File: config.mk
export PLATFORM = sky130hd
export DESIGN_NAME = alarm_timer
export DESIGN_NICKNAME = d
export VERILOG_FILES = /design/src/rtl/alarm_timer.sv
export SDC_FILE = /design/constraint.sdc
export NUM_CORES = 1
export LEC_CHECK = 0
export CORE_UTILIZATION = 51
export CTS_CLUSTER_SIZE = 30
export DETAILED_ROUTE_END_ITERATION = 7
export PLACE_DENSITY = 0.72
export SETUP_SLACK_MARGIN = 0.1
export SLEW_MARGIN = 0
export SYNTH_ARGS = -nofsm -noshare
export SYNTH_HDL_FRONTEND = slang
export SYNTH_SLANG_ARGS = --single-unit
File: constraint.sdc
create_clock -name clock -period 2.2 [get_ports clock]
set_clock_uncertainty 0.05 [all_clocks]
set_input_delay 0.44 -clock clock [delete_from_list [all_inputs] [get_ports clock]]
set_output_delay 0.44 -clock clock [all_outputs]
set_load 0.1 [all_outputs]
File: src/rtl/alarm_timer.sv
// rtl/alarm_timer.sv - Reprogrammable delay store and seconds countdown timer for the anti-theft FSM
//
// Purpose:
//   Holds four 4-bit delay values (arm, driver door, passenger door, siren-on),
//   generates a free-running one-second enable tick, and counts a selected delay
//   down to zero, pulsing expired when it finishes.
//
// Ports:
//   clock           in   system clock
//   reset           in   synchronous, active-high reset
//   interval[1:0]   in   delay select for a load: 00 arm, 01 driver, 10 passenger, 11 alarm
//   start_timer     in   level; (re)loads the countdown on every edge it is high
//   reprogram       in   write time_value into slot time_param_sel
//   time_param_sel  in   slot to write, same encoding as interval
//   time_value[3:0] in   new delay in seconds
//   one_hz_enable   out  one-cycle pulse every ONE_HZ_DIV clocks
//   expired         out  one-cycle pulse when a countdown finishes
//   busy            out  high while counting
//   remaining[3:0]  out  seconds left in the current countdown
//
// Build option:
//   SYNC_DIVIDER_EN  when defined, the one-second divider is held cleared while
//                    start_timer is high so every counted second is full length.

module alarm_timer #(
    parameter int ONE_HZ_DIV   = 50000000,
    parameter int T_ARM_DEF    = 6,
    parameter int T_DRIVER_DEF = 8,
    parameter int T_PASS_DEF   = 15,
    parameter int T_ALARM_DEF  = 10
) (
    input  logic       clock,
    input  logic       reset,
    input  logic [1:0] interval,
    input  logic       start_timer,
    input  logic       reprogram,
    input  logic [1:0] time_param_sel,
    input  logic [3:0] time_value,
    output logic       one_hz_enable,
    output logic       expired,
    output logic       busy,
    output logic [3:0] remaining
);

    localparam int DIV_W = (ONE_HZ_DIV > 1) ? $clog2(ONE_HZ_DIV) : 1;
    localparam logic [DIV_W-1:0] DIV_MAX = DIV_W'(ONE_HZ_DIV - 1);

    localparam logic [0:0] S_IDLE  = 1'b0;
    localparam logic [0:0] S_COUNT = 1'b1;

    logic [DIV_W-1:0] div_q, div_d;
    logic             one_hz_q, one_hz_d;
    logic             div_wrap;

    logic [3:0]       slot_q [4];

    logic [0:0]       state_q, state_d;
    logic [3:0]       remaining_q, remaining_d;
    logic             expired_q, expired_d;

    // One-second divider
    always_comb begin
        div_wrap = (div_q == DIV_MAX);
        div_d    = div_wrap ? '0 : div_q + 1'b1;
        one_hz_d = div_wrap;
`ifdef SYNC_DIVIDER_EN
        // Holding the divider at zero during a load means the first tick lands
        // a full period after start_timer drops; a wrap coinciding with the
        // load is suppressed so it cannot shorten that first second.
        if (start_timer) begin
            div_d    = '0;
            one_hz_d = 1'b0;
        end
`endif
    end

    always_ff @(posedge clock) begin
        if (reset) begin
            div_q    <= '0;
            one_hz_q <= 1'b0;
        end else begin
            div_q    <= div_d;
            one_hz_q <= one_hz_d;
        end
    end

    // Delay parameter slots. A load on the same edge as a write sees the old
    // value because both read slot_q before the nonblocking update lands.
    always_ff @(posedge clock) begin
        if (reset) begin
            slot_q[0] <= 4'(T_ARM_DEF);
            slot_q[1] <= 4'(T_DRIVER_DEF);
            slot_q[2] <= 4'(T_PASS_DEF);
            slot_q[3] <= 4'(T_ALARM_DEF);
        end else if (reprogram) begin
            slot_q[time_param_sel] <= time_value;
        end
    end

    // Countdown. A load wins over everything, including an expiry that would
    // otherwise fire on this edge. The running count is a private copy, so
    // reprogramming a slot never disturbs it.
    always_comb begin
        state_d     = state_q;
        remaining_d = remaining_q;
        expired_d   = 1'b0;
        if (start_timer) begin
            remaining_d = slot_q[interval];
            state_d     = S_COUNT;
        end else if (state_q == S_COUNT) begin
            if (remaining_q == 4'd0) begin
                expired_d = 1'b1;
                state_d   = S_IDLE;
            end else if (one_hz_q) begin
                remaining_d = remaining_q - 4'd1;
            end
        end
    end

    always_ff @(posedge clock) begin
        if (reset) begin
            state_q     <= S_IDLE;
            remaining_q <= 4'd0;
            expired_q   <= 1'b0;
        end else begin
            state_q     <= state_d;
            remaining_q <= remaining_d;
            expired_q   <= expired_d;
        end
    end

    assign one_hz_enable = one_hz_q;
    assign expired       = expired_q;
    assign busy          = (state_q == S_COUNT);
    assign remaining     = remaining_q;

endmodule

### After elaboration in Yosys (flattened, before gate mapping)

Memory sizes are Yosys's and may differ from the RTL's.
Cells that the tools add are included.

| word-level totals | value |
|---|---|
| flip-flop bits (word level) | 33 |
| latch bits | 0 |
| bits in writable memories | 16 |
| memory bits (read-only) | 0 |
| bits of input ports | 12 |
| output and inout port bits | 7 |
| word-level logic and storage cells | 34 |
| memories kept | 1 |

Memory list:

| memory | depth | bits a word | read ports | clocked after Yosys merged registers in | write ports | line | text |
|---|---|---|---|---|---|---|---|
| slot_q | 4 | 4 | 1 | 0 | 4 | 55 | `logic [3:0] slot_q [4];` |

| operators by class | value |
|---|---|
| add/sub/neg operators | 2 |
| multiply operators | 0 |
| divide/modulo/power cells | 0 |
| magnitude comparators | 0 |
| equality and inequality tests | 2 |
| shifts and indexed selects | 0 |
| mux-type cells | 16 |
| bitwise operators | 1 |
| reduce and logical (&&, ||, !) cells | 7 |

Operator list:

| operator | number |
|---|---|
| $add 26x1->26 const B | 1 |
| $eq 26x26->1 const B | 1 |
| $mux 4 | 5 |
| $mux 1 | 10 |
| $logic_not 4->1 | 1 |
| $reduce_bool 2->1 | 2 |
| $reduce_or 4->1 | 1 |
| $sub 4x1->4 const B | 1 |
| $reduce_and 3->1 | 1 |
| $reduce_or 3->1 | 1 |
| $mux 2 | 1 |
| $ne 2x2->1 const B | 1 |
| $reduce_or 2->1 | 1 |
| $not 1->1 | 1 |

### Longest topological paths before layout

| depth | value |
|---|---|
| depth after elaboration | 5 |
| gate-level depth with buffers | 6 |
| gate-level depth less buffers | 6 |

### Worst setup path before layout

No wires, ideal clock.

| timing path | value |
|---|---|
| path type | register to register |
| start point | register remaining_q[0], in the netlist remaining[0] |
| end point | register remaining_q[1], in the netlist remaining[1] |
| setup time | 0.087 ns |
| arrival time | 2.190 ns |
| data required time | 2.063 ns |
| path slack | -0.128 ns |
| cell stages (with the launch flop) | 7 |
| path buffers | 0 |
| period minus slack after synthesis | 2.328 ns |
| path through | dfxtp_1 -> inv_1 -> ha_1 -> nor3b_1 -> nor2_1 -> mux2_2 -> o31ai_1 |

| on the way | value |
|---|---|
| longest elaborated chain between the ends | 5 |
| elaborated cells between the ends (all ways) | 8 |
| classes of those cells | add/sub: 1; eq/ne: 1; mux: 4; reduce/logical: 2 |

RTL lines:

| element | line | text |
|---|---|---|
| start: declaration | 58 | `logic [3:0] remaining_q, remaining_d;` |
| start signal: assignment | 127 | `remaining_q <= remaining_d;` |
| $sub 4x1->4 | 115 | `remaining_d = remaining_q - 4'd1;` |
| $mux 4 | 114 | `end else if (one_hz_q) begin` |
| $mux 4 | 111 | `if (remaining_q == 4'd0) begin` |
| $mux 4 | 110 | `end else if (state_q == S_COUNT) begin` |
| $mux 4 | 107 | `if (start_timer) begin` |

Parallel ways exist; a longest one is shown, timed or not. The select of a mux whose other input is x is not followed.
A chain may end at the register's enable or synchronous reset.

### Worst setup path in the final report

| timing path | value |
|---|---|
| start point | register div_q[1] |
| end point | register div_q[20] |

| on the way | value |
|---|---|
| longest elaborated chain between the ends | 2 |
| elaborated cells between the ends (all ways) | 3 |
| classes of those cells | add/sub: 1; eq/ne: 1; reduce/logical: 1 |

RTL lines:

| element | line | text |
|---|---|---|
| start: declaration | 51 | `logic [DIV_W-1:0] div_q, div_d;` |
| start signal: assignment | 82 | `div_q <= div_d;` |
| branches (longest 2 deep; another with $add 26x1->26) | -- |  |

Several ways; the timed one is not identified.

==> summary.md <==
| Metric | Value |
|---|---|
| FMAX | between 500 and 600 MHz |
| RSZ-0062 raised after global routing | no |
| Drt initial violations | 103 |
| Setup tns final | 0 ns |
| Die Footprint | 4760 µm² |
| Main area contributors after synthesis | dfxtp_1, edfxtp_1, mux4_2, nor2_1, a21oi_1 |
| FP Rows | 23 |
| Routed WL | 4.03 mm |
| Min cycle time layout | 1.95 ns |
| Synth Area in Compound Gates | 0.0892 |
| XOR/XNOR Fraction of Synth Area | 0.0536 |
| Synth top area share | 0.289 |
| Worst Hold Class | flop to flop |
| Largest family of logic cells by synthesized area | simple AND/OR/NAND/NOR gates |
| Final Max Tran Viols | 0 |
| P_sw | 0.445 mW |
| CP endpoint kind | flop |
| RR Startpoint | div_q[1] |
| Crit path launch type | flop |
| Die width | 69.0 µm |
| Number of primary I/O pins | 19 |
| WHS Path Cells | 1 |
| YS warnings | 0 |
| Syn_nets | 238 |
| P_int | 1.39 mW |
| First-pass GRT wire length | 6.76 mm |
| Via count | 1675 |
| Pwr dens | 685 nW/µm² |
| WS Path Type | flop to flop |
| Synthesized cell area | 2290 µm² |
| Ys flop type | dfxtp_1 |
| PortBufs | 18 |
| Routability Congestion | approximately 0.74 |
| Final period util | 0.888 |
| FFs w/ async S/R, synth | 0 |
| Max-cap violations | 0 |
| Layout cells sized above 1 | 0.167 |
| Nets@finish | 265 |
| # setup viols final | 0 |
| Leakage | 0.907 nW |
| Vias in the first global route | 1525 |
| H-tree depth | 2 |
| CP arrival | 2.15 ns |
| Sequential power share | 0.540 |
| Status | completed |
| Syn-to-layout area delta | 17.0% |
| Antenna cell count | 0 |
| Switch share | 0.243 |
| Inserted Clock Buffers | 5 |
| Finished layout cell area | 2680 µm² |
| CP max FO | 4 |
| Tot GR Track Use | 0.197 |
| Initial antenna violation count | 0 |
| Pin count of the biggest net entering global routing | 17 |
| EDFF count, synth | 16 |
| Max_slew headroom | 0.713 |
| Gate power share | 0.106 |
| Post-DRT Antenna Nets | 0 |
| Synthesized-area fraction occupied by adder cells | 0.0109 |
| Placed cell area | roughly 2600 µm² |
| Clk buf depth | 2 |
| Root buf cell | clkbuf_8 |
| GR Overflow Total | 0 |
| Fin. Hold Viols | 0 |
| Simple-gate share of the synthesized area | 0.273 |
| Vias per std cell | ~5.5 |
| Beginning of the critical path | div_q[1] |
| Core Area | 4140 µm² |
| CTS tree | done |
| Sequential-to-total area share from yosys stat | 0.499 |
| Netlist cell types | 39 |
| Reg2Reg Depth | 5 |
| Yosys top cell by area | dfxtp_1 |
| Clock Latency Late Sink | ~0.30 ns |
| Clk pwr share | 0.354 |
| VDD IR-drop max | 0.000441 V |
| Seq cells post-synth | 49 |
| Drt first pass iters | 4 |
| Wire length per cell | 13.3 µm |
| Post-synthesis cell count | around 220 |
| Drc violations | 0 |
| Multiplexer area fraction after synthesis | 0.0443 |
| Die H | 69.0 µm |
| Sink Count | 49 |
| Worst-path clk slew | 0.09 ns |
| Avg Inst Size Synth | approximately 10 µm² |
| WP data required | 2.40 ns |
| Actual slew at the worst max-slew pin | between 0.4 and 0.5 ns |
| Initial Utilization | 0.552 |
| Post-DP HPWL | around 3.0 mm |
| Hold wc startpoint | div_q[0] |
==> worst paths after layout <==
path / to / slack, ns
setup reg to reg: div_q[20] / 0.25
hold reg to reg: div_q[0] / 0.38
setup / recovery: div_q[20] / 0.25
hold / removal: div_q[0] / 0.38
==> synthesized netlist by cell type (all sizes together) (4+ instances only) <==
library cell,count
xnor2,7
inv,8
mux4,4
nand3,10
nand2,12
nand4,7
o21ai,5
nor3,4
and4,6
a21oi,14
clkbuf,4
and2,7
or3,9
edfxtp,16
dfxtp,33
nand2b,10
nor2,20
nor3b,4
or4,9
xor2,7
o31ai,8
==> kinds of logic (layout without fill, tap and decap cells) <==
kind of cell	Yosys count	after routing
AO/OA/AOI/OAI	32	32
XOR/XNOR	14	14
adder cells (fa/ha/maj)	2	2
buffers and inverters	15	43
flip-flops	49	49
multiplexers	5	5
AND/OR/NAND/NOR	107	107
==> through the flow <==
stage	util	worst slack [ns]	cells	total power, mW	hold slack, ns
final	0.646	0.246	302	1.83	0.383
after global routing	0.646	0.106	302	1.90	0.397
after CTS	0.645	0.167	302	1.85	0.425
after detailed placement	0.617	0.186	294	1.21	0.409
after global placement	0.617	0.242	294	1.20	0.392
after floorplan	-	0.189	224	1.14	0.376
==> flip-flops by register name, summed over array words and instances (netlist names) <==
name and cells:
div_q 26, remaining 4, slot_q 16, expired 1
busy 1, one_hz_enable 1
==> power by group through the flow <==
stage	Sequential (mW)	Clock (mW)	Combinational [mW]
after detailed placement	1.01	0	0.196
after global placement	1.01	0	0.192
after CTS	0.990	0.662	0.196
final	0.989	0.649	0.195
after global routing	0.994	0.692	0.210
after floorplan	1.06	0	0.0774
==> layout by cell type (no fill, tap or decap), types with 8 or more instances in the layout <==
cell,n
dfxtp_1,30
a21oi_1,13
o31ai_1,8
nand2b_1,10
buf_4,15
nand3_1,10
or3_1,9
edfxtp_1,16
nand2_1,12
clkdlybuf4s50_1,11
inv_1,8
nor2_1,20
==> metal layers <==
metal	vias up	track usage	routed length, µm
li1	880	-	-
met1	772	0.251	2000
met2	17	0.320	1860
met3	6	0.0493	99
met4	0	0.0765	70
met5	-	0	0
==> critical path: stages (launching register included) <==
cell and delay [ns]:
dfxtp_1 0.35, ha_2 0.22, nand4_1 0.14, or4_4 0.58, or4_4 0.43, a21oi_2 0.13
==> layout make-up <==
cell class / instances / area [µm²]
clock buffers: 5 / 68.8
multi-input cells: 160 / 1080
inverters: 8 / 30.0
clock inverters: 3 / 46.3
flip-flops and latches: 49 / 1140
well taps: 50 / 62.6
fillers: 372 / 1470
repair buffers: 27 / 243
==> what timing repair did <==
item	in CTS	in global routing
endpoints found under the hold margin	0	0
setup buffers	0	0
gates resized for setup	0	2
endpoints found under the setup margin	0	2
hold buffers	0	0
Power figures use the tool's default switching activity.
